==> src/rtl/dice_led_scanner.sv <==
// Scans NUM_DICE dice faces over one shared 3x3 LED bus with per-die select,
// dead time between slots, PWM brightness and frame-aligned value updates.
module dice_led_scanner #(
  parameter int NUM_DICE    = 2,
  parameter int SCAN_DIV    = 1000,
  parameter int DEAD_CYCLES = 2,
  parameter int PWM_BITS    = 4
) (
  input  logic                  clk,
  input  logic                  rst,
  input  logic [3*NUM_DICE-1:0] dice_values_i,
  input  logic                  load_i,
  input  logic                  blank_i,
  input  logic [PWM_BITS-1:0]   brightness_i,
  output logic [8:0]            leds_o,
  output logic [NUM_DICE-1:0]   die_sel_o,
  output logic                  frame_start_o
);

  localparam int CNT_W  = (SCAN_DIV > 1) ? $clog2(SCAN_DIV) : 1;
  localparam int SLOT_W = (NUM_DICE > 1) ? $clog2(NUM_DICE) : 1;
  localparam logic [CNT_W-1:0]  CNT_LAST  = CNT_W'(SCAN_DIV - 1);
  localparam logic [SLOT_W-1:0] SLOT_LAST = SLOT_W'(NUM_DICE - 1);

  logic [CNT_W-1:0]      slot_cnt_q, slot_cnt_d;
  logic [SLOT_W-1:0]     slot_q, slot_d;
  logic [PWM_BITS-1:0]   pwm_cnt_q, pwm_cnt_d;
  logic [3*NUM_DICE-1:0] shadow_q, shadow_d;
  logic [3*NUM_DICE-1:0] active_q, active_d;
  logic [8:0]            leds_q, leds_d;
  logic [NUM_DICE-1:0]   die_sel_q, die_sel_d;
  logic                  frame_start_q, frame_start_d;

  logic                  slot_wrap, frame_end, in_dead, show;
  logic [2:0]            cur_val;
  logic [NUM_DICE-1:0]   one_hot;

  function automatic logic [8:0] pip_pattern(input logic [2:0] v);
    case (v)
      3'd0:    return 9'b000000000;
      3'd1:    return 9'b000010000;
      3'd2:    return 9'b100000001;
      3'd3:    return 9'b100010001;
      3'd4:    return 9'b101000101;
      3'd5:    return 9'b101010101;
      3'd6:    return 9'b101101101;
      default: return 9'b111101111;
    endcase
  endfunction

  if (DEAD_CYCLES > 0) begin : g_dead
    assign in_dead = slot_cnt_q < CNT_W'(DEAD_CYCLES);
  end else begin : g_no_dead
    assign in_dead = 1'b0;
  end

  always_comb begin
    // NOTE: every bit gets a default before the indexed write, so no latch is inferred.
    one_hot         = '0;
    one_hot[slot_q] = 1'b1;
  end

  always_comb begin
    slot_wrap  = (slot_cnt_q == CNT_LAST);
    frame_end  = slot_wrap && (slot_q == SLOT_LAST);
    slot_cnt_d = slot_wrap ? '0 : slot_cnt_q + CNT_W'(1);
    pwm_cnt_d  = slot_wrap ? '0 : pwm_cnt_q + PWM_BITS'(1);
    slot_d     = slot_q;
    if (slot_wrap) slot_d = (slot_q == SLOT_LAST) ? '0 : slot_q + SLOT_W'(1);

    // Feeding active from shadow_d lets a load on the frame's last cycle bypass.
    shadow_d = load_i ? dice_values_i : shadow_q;
    active_d = frame_end ? shadow_d : active_q;

    cur_val       = active_q[3*int'(slot_q) +: 3];
    show          = !blank_i && !in_dead;
    die_sel_d     = show ? one_hot : '0;
    leds_d        = (show && (pwm_cnt_q < brightness_i)) ? pip_pattern(cur_val) : '0;
    frame_start_d = (slot_q == '0) && (slot_cnt_q == '0);
  end

  always_ff @(posedge clk) begin
    if (rst) begin
      slot_cnt_q    <= '0;
      slot_q        <= '0;
      pwm_cnt_q     <= '0;
      // NOTE: value storage is reset too, so a reset also discards a pending load.
      shadow_q      <= '0;
      active_q      <= '0;
      leds_q        <= '0;
      die_sel_q     <= '0;
      frame_start_q <= 1'b0;
    end else begin
      // NOTE: non-blocking assignments keep every register sampling pre-edge values.
      slot_cnt_q    <= slot_cnt_d;
      slot_q        <= slot_d;
      pwm_cnt_q     <= pwm_cnt_d;
      shadow_q      <= shadow_d;
      active_q      <= active_d;
      leds_q        <= leds_d;
      die_sel_q     <= die_sel_d;
      frame_start_q <= frame_start_d;
    end
  end

  assign leds_o        = leds_q;
  assign die_sel_o     = die_sel_q;
  assign frame_start_o = frame_start_q;

endmodule

==> config.mk <==
export PLATFORM = sky130hd
export DESIGN_NAME = dice_led_scanner
export DESIGN_NICKNAME = d
export VERILOG_FILES = /design/src/rtl/dice_led_scanner.sv
export SDC_FILE = /design/constraint.sdc
export NUM_CORES = 1
export LEC_CHECK = 0
export CORE_ASPECT_RATIO = 1.25
export CORE_MARGIN = 1.5
export CORE_UTILIZATION = 51
export CTS_CLUSTER_DIAMETER = 50
export DETAILED_ROUTE_END_ITERATION = 7
export PLACE_DENSITY = 0.77
export SYNTH_ARGS = -nofsm -noshare
export SYNTH_HDL_FRONTEND = slang
export SYNTH_SLANG_ARGS = --single-unit
==> constraint.sdc <==
create_clock -name clk -period 2.36 [get_ports clk]
set_input_delay 0.472 -clock clk [delete_from_list [all_inputs] [get_ports clk]]
set_output_delay 0.472 -clock clk [all_outputs]
set_load 0.005 [all_outputs]
# After elaboration in Yosys (flattened, before gate mapping)
# Index checks and enable logic that the tools add are counted.
# Widths: inputs -> output; s select.
[word_totals]
reg_bits = 39
latch_bits = 0
mem_bits_rw = 0
rom_bits = 0
input_bits = 14
out_inout_bits = 12
mem_count = 0
[classes]
addsub = 3
mul = 1
div_mod_pow = 0
order_cmp = 4
n_eq_ne = 7
shifts = 1
muxes = 5
bitwise = 3
n_reduce_logical = 12
[op_table]
columns = ["cell", "n"]
rows = [
  ["$pmux 9 s7", 1],
  ["$add 10x1->10 const B", 1],
  ["$eq 10x10->1 const B", 1],
  ["$logic_not 10->1", 1],
  ["$lt 10x2->1 const B", 1],
  ["$eq 3x3->1 const B", 3],
  ["$eq 3x2->1 const B", 2],
  ["$mux 6", 1],
  ["$reduce_or 2->1", 3],
  ["$shiftx 6x4->3", 1],
  ["$logic_and 1x1->1", 5],
  ["$add 4x1->4 const B", 1],
  ["$lt 4x4->1", 1],
  ["$eq 3x1->1 const B", 1],
  ["$logic_not 3->1", 1],
  ["$mul 2x1->3 const A", 1],
  ["$not 1->1", 3],
  ["$logic_not 1->1", 2],
  ["$lt 1x2->1 const B", 1],
  ["$mux 1", 2],
  ["$add 1x1->1 const B", 1],
  ["$demux 1 s1", 1],
  ["$ge 1x1->1 const B", 1],
]

# Depth between registers and ports, before layout
[logic_depth]
ltp_word = 6
mapped_depth = 5
mapped_depth_nobuf = 5

# Least setup slack after synthesis
# OpenSTA, ideal clock, no wires.
[synth_path]
kind = "input -> register"
from = "input brightness_i[3]"
to = "register leds_q[4] (netlist: leds_o[4])"
setup_ps = 96
t_arrival_ps = 1629
path_slack_ps = 635
stages = 5
path_buffers = 0
path_cell_list = "inv_1 -> ha_1 -> a2111oi_0 -> o21ai_0 -> nor4b_1"
[synth_via]
elab_chain_cells = 4
[synth_rtl]
columns = ["item", "line_no", "text"]
rows = [
  ["from (decl)", "14", "input logic [PWM_BITS-1:0] brightness_i,"],
  ["$lt 4x4->1", "78", "leds_d = (show && (pwm_cnt_q < brightness_i)) ? pip_pattern(cur_val) : '0;"],
  ["$logic_and 1x1->1", "78", ""],
  ["$not 1->1 (no line)", "n/a", ""],
  ["$reduce_or 2->1 (no line)", "n/a", ""],
  ["to (signal assigned)", "100", "leds_q <= leds_d;"],
  ["to (decl)", "30", "logic [8:0] leds_q, leds_d;"],
]
# Every way passes these cells.
# A chain may end at the register's enable or synchronous reset.

# Worst setup path in the final report
# Same ends and word-level chain as after synthesis.

==> flow_metrics.tcl <==
set metrics [dict create \
    run_status "completed" \
    global_route_wire_length_before_repair_um 4380 \
    cellLeakagePower_nw 0.744 \
    initial_antenna_violation_count 0 \
    synth_fp_nets 172 \
    drive_above_1_share 0.161 \
    num-nets-final 199 \
    synth.yosys.seq_area_share 0.457 \
    synth_compound_area_frac 0.0661 \
    drc 0 \
    placement.io_buffers 25 \
    die_height_um 64.3 \
    synth_mux_area_frac 0.103 \
    avgSynthCellArea_um2 10.1 \
    cp.required_ps 2600 \
    dieArea_um2 3350 \
    netlist.top_cell.by_area "sky130_fd_sc_hd__dfxtp_1" \
    drt-initial-drc-count 17 \
    timing.critical_path.arrival_ps 2330 \
    area_growth_syn_to_layout_pct 22.6 \
    async_reset_ff_frac 0 \
    cts_htree_levels 2 \
    finalHoldViolations 0 \
    hold_class "register to register" \
    unrepaired_setup_endpoints_after_global_routing "false" \
    fp.dieW_um 52.0 \
    hold-path-cell-count 1 \
    cts-root-buf "sky130_fd_sc_hd__clkbuf_4" \
    ioPinCount 26 \
    clockBufferDepth 2 \
    via_count_of_the_first_global_routing_pass 1054 \
    synthSimpleGateAreaFrac 0.232 \
    routed_wire_length_per_instance_um 12.2 \
    holdBufCountCts 0 \
    yosys.area_share.xor_xnor 0.0286 \
    element_type_at_the_critical_path_start "primary input" \
    clock_latency_ps 340 \
    route.detailed.vias_per_inst 5.24 \
    globalRouteOverflowTotal 0 \
    tritoncts_clock_tree "yes" \
    totalPowerFinal_mw 1.17 \
    drtPass1Iterations 4 \
    clock.fmax_mhz 479 \
    critPathMaxFanout 3 \
    timing.final.max_slew_violations 0 \
    worst_margin_slew_ps 452 \
    netlist_instances 152 \
    worst_slew_margin_rel 0.697 \
    via_count 1131 \
    setup_viol_count_final 0 \
    post_synthesis_share_of_cell_area_spent_on_full_adders_half_adders_and_majority_gates 0.0490 \
    finalSetupTns_ps 0 \
    worst_setup_path_end_kind "register" \
    ys_ff_latch 35 \
    irDropWorstVdd_v 0.000519 \
    antenna_cells_inserted 0 \
    rr_worst_depth 4 \
    timing.final.crit_share 0.884 \
    grt_start_max_net_pins 13 \
    clk_pin_slew_worst_paths_ps 110 \
    post_synth_instance_area_um2 1530 \
    post_cts_resized 0 \
    placement_rows 22 \
    power.density_cell_area_nw_per_um2 624 \
    final.fill_count 236 \
    setup.reg_to_reg.worst_slack_ps 490 \
    finalWirelength_um 2630 \
    yosys.area.top_type_share 0.457 \
    synth_commonest_cells "sky130_fd_sc_hd__dfxtp_1 (35), sky130_fd_sc_hd__nor2_1 (15), sky130_fd_sc_hd__inv_1 (9), sky130_fd_sc_hd__mux2i_1 (9)" \
    numClockSinks 35 \
    synth_most_common_cell "sky130_fd_sc_hd__dfxtp_1" \
    post_cts_setup_buffer_count 0 \
    timing.setup.critical_path_class "primary input to register" \
    synth_edf_count 0 \
    post_synth_main_area_contributors "sky130_fd_sc_hd__dfxtp_1 (46%), sky130_fd_sc_hd__mux2i_1 (5.9%), sky130_fd_sc_hd__ha_1 (4.9%), sky130_fd_sc_hd__mux2_2 (4.4%), sky130_fd_sc_hd__nor2_1 (3.7%)" \
    cts_buffers 5 \
    detail-route-antenna-nets 0 \
    globalRouteTotalUtil 0.179 \
    finalWeightedCongestion 0.794 \
    synth_top_family_by_area "simple AND/OR/NAND/NOR gates" \
    floorplan.core_area_um2 2890 \
    post_synth_num_cell_types 37 \
    finalWorstPathRequiredPeriod_ps 2090 \
    yosys_warnings 0 \
    max_cap_violations 0 \
    initial_core_util 0.530 \
    clock-skew-final_ps 13.1 \
    ys_dominant_reg_cell "sky130_fd_sc_hd__dfxtp_1" \
    hpwl_um 2020 \
]
## through the flow
| stage | hold slack (ps) | util | std cells | cell area [um2] | setup slack [ps] |
|---|---|---|---|---|---|
| 6_report | 474 | 0.650 | 216 | 1880 | 274 |
| 5_1_grt | 493 | 0.650 | 216 | 1880 | 131 |
| 4_1_cts | 481 | 0.650 | 216 | 1880 | 294 |
| 3_5_place_dp | 457 | 0.620 | 208 | 1790 | -74.0 |
| 3_3_place_gp | 446 | 0.620 | 208 | 1790 | 149 |
| 2_1_floorplan | 430 | - | 152 | 1530 | 635 |
## layout by cell type (no fill, tap or decap), drive strengths merged, types with 3 or more instances in the layout
cell           netlist  layout
dfxtp               35      35
clkdlybuf4s50        0      25
nor2                15      15
inv                  9       9
mux2i                9       9
and2b                6       6
mux2                 6       6
ha                   6       6
nand3                6       6
clkbuf               2       6
nand2                5       5
nor3                 5       5
or4                  4       4
o21ai                4       4
a21oi                4       4
buf                  7       4
nor4                 4       4
or3                  3       3
xor2                 3       3
## worst paths after layout
path                        start             to
setup / recovery  brightness_i[3]      leds_o[4]
hold / removal      slot_cnt_q[0]  slot_cnt_q[0]
setup reg to reg    slot_cnt_q[1]    active_q[2]
hold reg to reg     slot_cnt_q[0]  slot_cnt_q[0]
## per-layer routing
metal  track usage  wire length [um]  vias to the layer above
li1              -                 -                      588
met1         0.185              1030                      513
met2         0.309              1430                       25
met3        0.0701               126                        5
met4        0.0789                35                        0
met5             0                 0                        -
## where the power goes
group	switching, mW	total, mW	internal (mW)
Combinational	0.0468	0.105	0.0584
Sequential	0.0142	0.624	0.610
Clock	0.194	0.444	0.250
## critical path, cell delays in order
cell	delay, ps
sky130_fd_sc_hd__clkdlybuf4s50_1	470
sky130_fd_sc_hd__inv_1	50
sky130_fd_sc_hd__ha_1	310
sky130_fd_sc_hd__a2111oi_0	450
sky130_fd_sc_hd__o21ai_0	240
sky130_fd_sc_hd__nor4b_1	340
## cell type report
type,instances,area [um2],share of cell area
well taps,36,45.0,0.0240
clock buffers,6,51.3,0.0273
clock inverters,2,35.0,0.0186
flip-flops and latches,35,701,0.373
multi-input cells,99,733,0.390
repair buffers,29,280,0.149
inverters,9,33.8,0.0180
## state kept, by name, indices dropped and copies added, names as in the netlist
signal,flops
active_q,6
die_sel_o,2
slot_cnt_q,10
pwm_cnt_q,4
frame_start_o,1
slot_q,1
shadow_q,6
leds_o,5
## logic make-up (layout without fill, tap and decap cells)
family,count (synthesis),after routing
XOR/XNOR,5,5
adder cells (fa/ha/maj),6,6
flip-flops,35,35
AO/OA/AOI/OAI,16,16
buffers and inverters,18,46
multiplexers,15,15
AND/OR/NAND/NOR,57,57
Note: power is estimated with default switching activity, not from simulation.
